### src/rtl/mul_pkg.sv
// rtl/mul_pkg.sv - shared widths, FSM state enum and round-robin pick for the multiplier arbiter
package mul_pkg;

  localparam int MUL_W     = 16;
  localparam int PROD_W    = 32;
  localparam int MUL_STEPS = 16;

  // rr_pick works on the largest supported requester count; callers zero-extend
  localparam int MAX_REQ = 8;
  localparam int MAX_IDW = 3;
  localparam int MAX_CW  = MAX_IDW + 1;

  typedef enum logic [1:0] {
    IDLE,
    LOAD,
    RUN,
    RESP
  } arb_state_e;

  // Rotate so ptr sits at bit 0, find the first set bit, rotate the index back.
  function automatic logic [MAX_IDW-1:0] rr_pick(
    input logic [MAX_REQ-1:0] valid,
    input logic [MAX_IDW-1:0] ptr,
    input logic [MAX_CW-1:0]  n
  );
    logic [MAX_REQ-1:0] rot;
    logic [MAX_CW-1:0]  idx;
    logic [MAX_CW-1:0]  first;
    logic               found;
    rot   = '0;
    first = '0;
    found = 1'b0;
    for (int i = 0; i < MAX_REQ; i++) begin
      idx = MAX_CW'(i) + {1'b0, ptr};
      if (idx >= n) begin
        idx = idx - n;
      end
      if (MAX_CW'(i) < n) begin
        rot[i] = valid[idx[MAX_IDW-1:0]];
      end
    end
    for (int i = 0; i < MAX_REQ; i++) begin
      if (!found && rot[i]) begin
        found = 1'b1;
        first = MAX_CW'(i);
      end
    end
    idx = first + {1'b0, ptr};
    if (idx >= n) begin
      idx = idx - n;
    end
    return idx[MAX_IDW-1:0];
  endfunction

endpackage

### src/rtl/mul16_core.sv
// rtl/mul16_core.sv - 16x16 unsigned shift-add multiplier, one step per cycle
module mul16_core
  import mul_pkg::*;
(
  input  logic              clk,
  input  logic              rst_n,
  input  logic              load,
  input  logic [MUL_W-1:0]  a,
  input  logic [MUL_W-1:0]  b,
  output logic [PROD_W-1:0] product,
  output logic              done
);

  localparam logic [4:0] LAST_STEP = 5'(MUL_STEPS - 1);

  logic [PROD_W-1:0] acc_q, acc_d;
  logic [PROD_W-1:0] mcand_q, mcand_d;
  logic [MUL_W-1:0]  mplier_q, mplier_d;
  logic [4:0]        step_q, step_d;
  logic              active_q, active_d;
  logic [PROD_W-1:0] acc_step;

  // The last step is folded combinationally so the product is valid with done.
  assign acc_step = acc_q + (mplier_q[0] ? mcand_q : '0);
  assign product  = acc_step;

  always_comb begin
    acc_d    = acc_q;
    mcand_d  = mcand_q;
    mplier_d = mplier_q;
    step_d   = step_q;
    active_d = active_q;
    done     = 1'b0;
    if (load) begin
      acc_d    = '0;
      mcand_d  = PROD_W'(a);
      mplier_d = b;
      step_d   = '0;
      active_d = 1'b1;
    end else if (active_q) begin
      acc_d    = acc_step;
      mcand_d  = mcand_q << 1;
      mplier_d = mplier_q >> 1;
      step_d   = step_q + 5'd1;
      if (step_q == LAST_STEP) begin
        done     = 1'b1;
        active_d = 1'b0;
      end
    end
  end

  always_ff @(posedge clk or negedge rst_n) begin
    if (!rst_n) begin
      acc_q    <= '0;
      mcand_q  <= '0;
      mplier_q <= '0;
      step_q   <= '0;
      active_q <= 1'b0;
    end else begin
      acc_q    <= acc_d;
      mcand_q  <= mcand_d;
      mplier_q <= mplier_d;
      step_q   <= step_d;
      active_q <= active_d;
    end
  end

endmodule

### src/rtl/mul16_arbiter.sv
// rtl/mul16_arbiter.sv - round-robin sharing of one mul16_core among NREQ requesters
module mul16_arbiter
  import mul_pkg::*;
#(
  parameter int NREQ = 4,
  parameter int IDW  = $clog2(NREQ)
) (
  input  logic                  clk,
  input  logic                  rst_n,
  input  logic [NREQ-1:0]       req_valid,
  input  logic [NREQ*MUL_W-1:0] req_a,
  input  logic [NREQ*MUL_W-1:0] req_b,
  output logic [NREQ-1:0]       req_ready,
  output logic                  res_valid,
  output logic [PROD_W-1:0]     res_data,
  output logic [IDW-1:0]        res_id,
  input  logic                  res_ready,
  output logic                  busy
);

  localparam logic [MAX_CW-1:0] NREQ_N   = MAX_CW'(NREQ);
  localparam logic [IDW-1:0]    LAST_REQ = IDW'(NREQ - 1);

  arb_state_e        state_q, state_d;
  logic [IDW-1:0]    rr_ptr_q, rr_ptr_d;
  logic [IDW-1:0]    id_q, id_d;
  logic [MUL_W-1:0]  a_q, a_d;
  logic [MUL_W-1:0]  b_q, b_d;
  logic [PROD_W-1:0] res_q, res_d;
  logic [MAX_IDW-1:0] pick;
  logic [IDW-1:0]    grant;
  logic              core_load;
  logic              core_done;
  logic [PROD_W-1:0] core_product;

  assign pick  = rr_pick(MAX_REQ'(req_valid), MAX_IDW'(rr_ptr_q), NREQ_N);
  assign grant = IDW'(pick);

  always_comb begin
    state_d   = state_q;
    rr_ptr_d  = rr_ptr_q;
    id_d      = id_q;
    a_d       = a_q;
    b_d       = b_q;
    res_d     = res_q;
    req_ready = '0;
    core_load = 1'b0;
    res_valid = 1'b0;
    case (state_q)
      IDLE: begin
        // rst_n gate keeps req_ready low while reset holds the FSM in IDLE
        if (|req_valid && rst_n) begin
          req_ready[grant] = 1'b1;
          a_d      = req_a[int'(grant)*MUL_W +: MUL_W];
          b_d      = req_b[int'(grant)*MUL_W +: MUL_W];
          id_d     = grant;
          rr_ptr_d = (grant == LAST_REQ) ? '0 : grant + 1'b1;
          state_d  = LOAD;
        end
      end
      LOAD: begin
        core_load = 1'b1;
        state_d   = RUN;
      end
      RUN: begin
        if (core_done) begin
          res_d   = core_product;
          state_d = RESP;
        end
      end
      RESP: begin
        res_valid = 1'b1;
        if (res_ready) begin
          state_d = IDLE;
        end
      end
      default: state_d = IDLE;
    endcase
  end

  always_ff @(posedge clk or negedge rst_n) begin
    if (!rst_n) begin
      state_q  <= IDLE;
      rr_ptr_q <= '0;
      id_q     <= '0;
      a_q      <= '0;
      b_q      <= '0;
      res_q    <= '0;
    end else begin
      state_q  <= state_d;
      rr_ptr_q <= rr_ptr_d;
      id_q     <= id_d;
      a_q      <= a_d;
      b_q      <= b_d;
      res_q    <= res_d;
    end
  end

  assign busy     = (state_q != IDLE);
  assign res_data = res_q;
  assign res_id   = id_q;

  mul16_core u_core (
    .clk     (clk),
    .rst_n   (rst_n),
    .load    (core_load),
    .a       (a_q),
    .b       (b_q),
    .product (core_product),
    .done    (core_done)
  );

endmodule
### config.mk
export PLATFORM = sky130hd
export DESIGN_NAME = mul16_arbiter
export DESIGN_NICKNAME = d
export VERILOG_FILES = /design/src/rtl/mul_pkg.sv /design/src/rtl/mul16_core.sv /design/src/rtl/mul16_arbiter.sv
export SDC_FILE = /design/constraint.sdc
export NUM_CORES = 1
export LEC_CHECK = 0
export BUFFER_PORTS_ARGS = -buffer_cell sky130_fd_sc_hd__buf_2
export CELL_PAD_IN_SITES_DETAIL_PLACEMENT = 0
export CELL_PAD_IN_SITES_GLOBAL_PLACEMENT = 1
export CORE_UTILIZATION = 48
export DETAILED_ROUTE_END_ITERATION = 6
export GPL_ROUTABILITY_DRIVEN = 0
export PLACE_DENSITY_LB_ADDON = 0.1
export SLEW_MARGIN = 20
export SYNTH_ARGS = -nofsm -noshare
export SYNTH_HDL_FRONTEND = slang
export SYNTH_HIERARCHICAL = 1
export SYNTH_SLANG_ARGS = --single-unit
### constraint.sdc
create_clock -name clk -period 9.5 [get_ports clk]
set_clock_uncertainty 0.1 [all_clocks]
set_input_delay 1.9 -clock clk [delete_from_list [all_inputs] [get_ports clk]]
set_output_delay 1.9 -clock clk [all_outputs]
set_load 0.05 [all_outputs]
==> flow_metrics.env <==
export IMPL_die_area_sq_um=21300
export IMPL_drive_gt1_share_pct=25.2
export IMPL_ys_ff_latch=156
export IMPL_fin_crit_ps=6990
export IMPL_syn_to_final_growth_pct=15.6
export IMPL_dp_hpwl_um=15600
export IMPL_fin_setup_tns_ps=0
export IMPL_io_pins=175
export IMPL_ir_worst_vdd_v=0.000355
export IMPL_row_count=52
export IMPL_grt_pass1_wl_um=36400
export IMPL_fp_dieW_um=146
export IMPL_tightest_slew_ps=1090
export IMPL_seq_area_sq_um=3910
export IMPL_synth_cells=988
export IMPL_instances_no_fill=1407
export IMPL_clk_latency_ps=420
export IMPL_finalPower_mw=3.15
export IMPL_wirelength_um=21900
export IMPL_antenna_left=0
export IMPL_numCtsBuffers=17
export IMPL_setup_worst_path_start_class="input pin"
export IMPL_avgSynthCellArea_sq_um=10.0
export IMPL_maxCapViolations=0
export IMPL_io_buffer_count=174
export IMPL_setup_viol=0
export IMPL_cts_tree="done"
export IMPL_cp_end_kind="output port"
export IMPL_cts_sinks=156
export IMPL_design_area_sq_um=11500
export IMPL_rsz0062_at_grt="false"
export IMPL_synthArstFlopShare_pct=100
export IMPL_multi_input_area_sq_um=5640
export IMPL_p_leak_nw=6.21
export IMPL_cts_setup_buffers=0
export IMPL_grt_pass1_vias=7186
export IMPL_antenna_found_initial=0
export IMPL_rrSetupSlack_ps=5200
export IMPL_worst_path_max_fanout=34
export IMPL_first_pass_iters=4
export IMPL_whs_ps=381
export IMPL_fmax_ghz=0.143
export IMPL_yosysWarnings=6
export IMPL_fillers=1828
export IMPL_synth_nets=1163
export IMPL_synthesis_area_sq_um=9920
export IMPL_place_inst=1375
export IMPL_grt_use_total_pct=21.3
export IMPL_drt_iter0_drc=313
export IMPL_synth_enable_flop_cells=0
export IMPL_wl_per_cell_um=15.6
export IMPL_powerDensity_nw_per_um2=275
export IMPL_die_y_um=146
export IMPL_worst_setup_path_type="input pin to output port"
export IMPL_cts_resized=0
export IMPL_core_sq_um=20200
export IMPL_ys_flop_type="dfrtp_1"
export IMPL_cts_htree_levels=4
export IMPL_grt_start_max_net_pins=92
export IMPL_drv_slew=0
export IMPL_worst_slack_ps=2510
export IMPL_crit_required_ps=7500
export IMPL_status="finished clean"
export IMPL_arrival_ps=4990
export IMPL_clock_root_buffer="clkbuf_16"
export IMPL_fin_nets=1299
export IMPL_via_count=7468
export IMPL_finalCritPeriodShare_pct=73.6
export IMPL_slew_headroom_pct=27.1
export IMPL_holdBufCountCts=0
export IMPL_cts_clk_slew_worst_paths_ps=60
export IMPL_finish_utilization_pct=56.7
export IMPL_antenna_cells=0
export IMPL_hold_violations=0
export IMPL_start_util_pct=49.0
export IMPL_synth_cell_types=75
export IMPL_remaining_drc_errors=0
export IMPL_grt_overflow_total=0
export IMPL_hp_class="flip-flop to flip-flop"
export IMPL_ys_seq_area_share_pct=39.3
export IMPL_clock_path_buffers=2
export IMPL_place_ws_ps=2500
export IMPL_vias_per_cell=5.31
export IMPL_dpl_instance_area_sq_um=10900
## layer usage
metal | wire (um) | track usage, % | vias to the layer above
met5 | 0 | 0 | -
met3 | 702 | 3.32 | 16
li1 | - | - | 3826
met4 | 281 | 5.89 | 0
met2 | 10000 | 33.4 | 169
met1 | 10800 | 30.6 | 3457
## cells in the mapped netlist (3+ instances only)
cell	n	area, sq um
nor2b_1	7	43.8
o21ai_1	4	20.0
or3_1	3	18.8
dfrtp_1	156	3900
clkbuf_1	42	158
nor3b_1	3	22.5
and4b_1	3	30.0
o211ai_1	8	60.1
nor2_1	92	345
a211o_1	3	26.3
nand2b_1	7	43.8
a211oi_1	3	22.5
ha_1	39	488
and3_1	7	43.8
nand2_1	97	364
xnor2_1	22	193
o31ai_1	4	30.0
o21bai_1	5	37.5
o21ai_0	84	420
a21oi_1	29	145
a31oi_1	3	18.8
inv_1	15	56.3
buf_2	5	25.0
xor2_1	10	87.6
nor3_1	12	60.1
o311ai_2	20	325
o21a_1	3	22.5
and2_1	32	200
buf_1	7	26.3
mux2_2	32	360
a22o_1	6	52.6
nand3_1	4	20.0
mux2i_1	130	1300
nand4_1	4	25.0
buf_6	9	101
a21o_1	18	135
o311ai_4	7	184
o311ai_1	6	52.6
## logic make-up after synthesis
logic type               Yosys count  share of synthesized area (%)
AND/OR/NAND/NOR                  287                           13.6
buffers and inverters             82                           4.10
AO/OA/AOI/OAI                    227                           18.0
flip-flops                       156                           39.3
adder cells (fa/ha/maj)           40                           5.12
XOR/XNOR                          33                           3.05
multiplexers                     163                           16.9
## worst paths after layout
check                                          startpoint                            end  cells past startpoint
max in group asynchronous                           rst_n  u_core/mcand_q[6]$_DFFE_PN0P_                      3
setup reg to reg           u_core/mplier_q[0]$_DFFE_PN0P_       res_data[30]$_DFFE_PN0P_                     12
setup / recovery                             req_valid[0]                   req_ready[2]                     12
hold / removal                         a_q[4]$_DFFE_PN0P_  u_core/mcand_q[4]$_DFFE_PN0P_                      2
hold reg to reg                        a_q[4]$_DFFE_PN0P_  u_core/mcand_q[4]$_DFFE_PN0P_                      2
min in group asynchronous                           rst_n       res_data[14]$_DFFE_PN0P_                      1
## registers in the layout, summed over array words and instances, names as in the netlist
register         count
u_core/active_q      1
res_id               2
res_data            32
u_core/acc_q        32
u_core/mplier_q     16
b_q                 16
u_core/mcand_q      32
u_core/step_q        5
state_q              2
rr_ptr_q             2
a_q                 16
## layout by cell type, fill, tap and decap left out, drive strengths merged, types with 4 or more instances in the layout
cell type	n
buf	183
dfrtp	156
mux2i	130
nand2	97
nor2	92
o21ai	88
ha	39
o311ai	34
mux2	33
and2	32
a21oi	29
xnor2	22
a21o	19
clkbuf	19
inv	17
nor3	13
xor2	10
o211ai	9
and3	8
nor2b	7
nand2b	7
clkinv	7
a22o	6
o21bai	5
o31ai	4
nand4	4
nand3	4
nor3b	4
a31oi	4
or3	4
## critical path, stage by stage
cell and delay (ps):
buf_2 120, inv_1 80, o21ai_0 160, a21oi_1 90, o31a_1 310, ha_4 160, xnor2_1 210, and4_1 850
or2_2 260, buf_4 490, nor3_1 100, buf_2 260
## power breakdown
| part | internal, mW | switching (mW) |
|---|---|---|
| sequential | 0.868 | 0.150 |
| clock | 0.388 | 0.275 |
| combinational | 0.596 | 0.876 |
| total | 1.85 | 1.30 |
## final cells by class
cell class | instances | share of cell area [%]
inverters | 16 | 0.524
flip-flops and latches | 156 | 34.1
well taps | 270 | 2.95
clock buffers | 19 | 3.77
clock inverters | 13 | 1.27
repair buffers | 183 | 8.24
multi-input cells | 750 | 49.2
No activity file was read; power rests on OpenSTA's default activity.
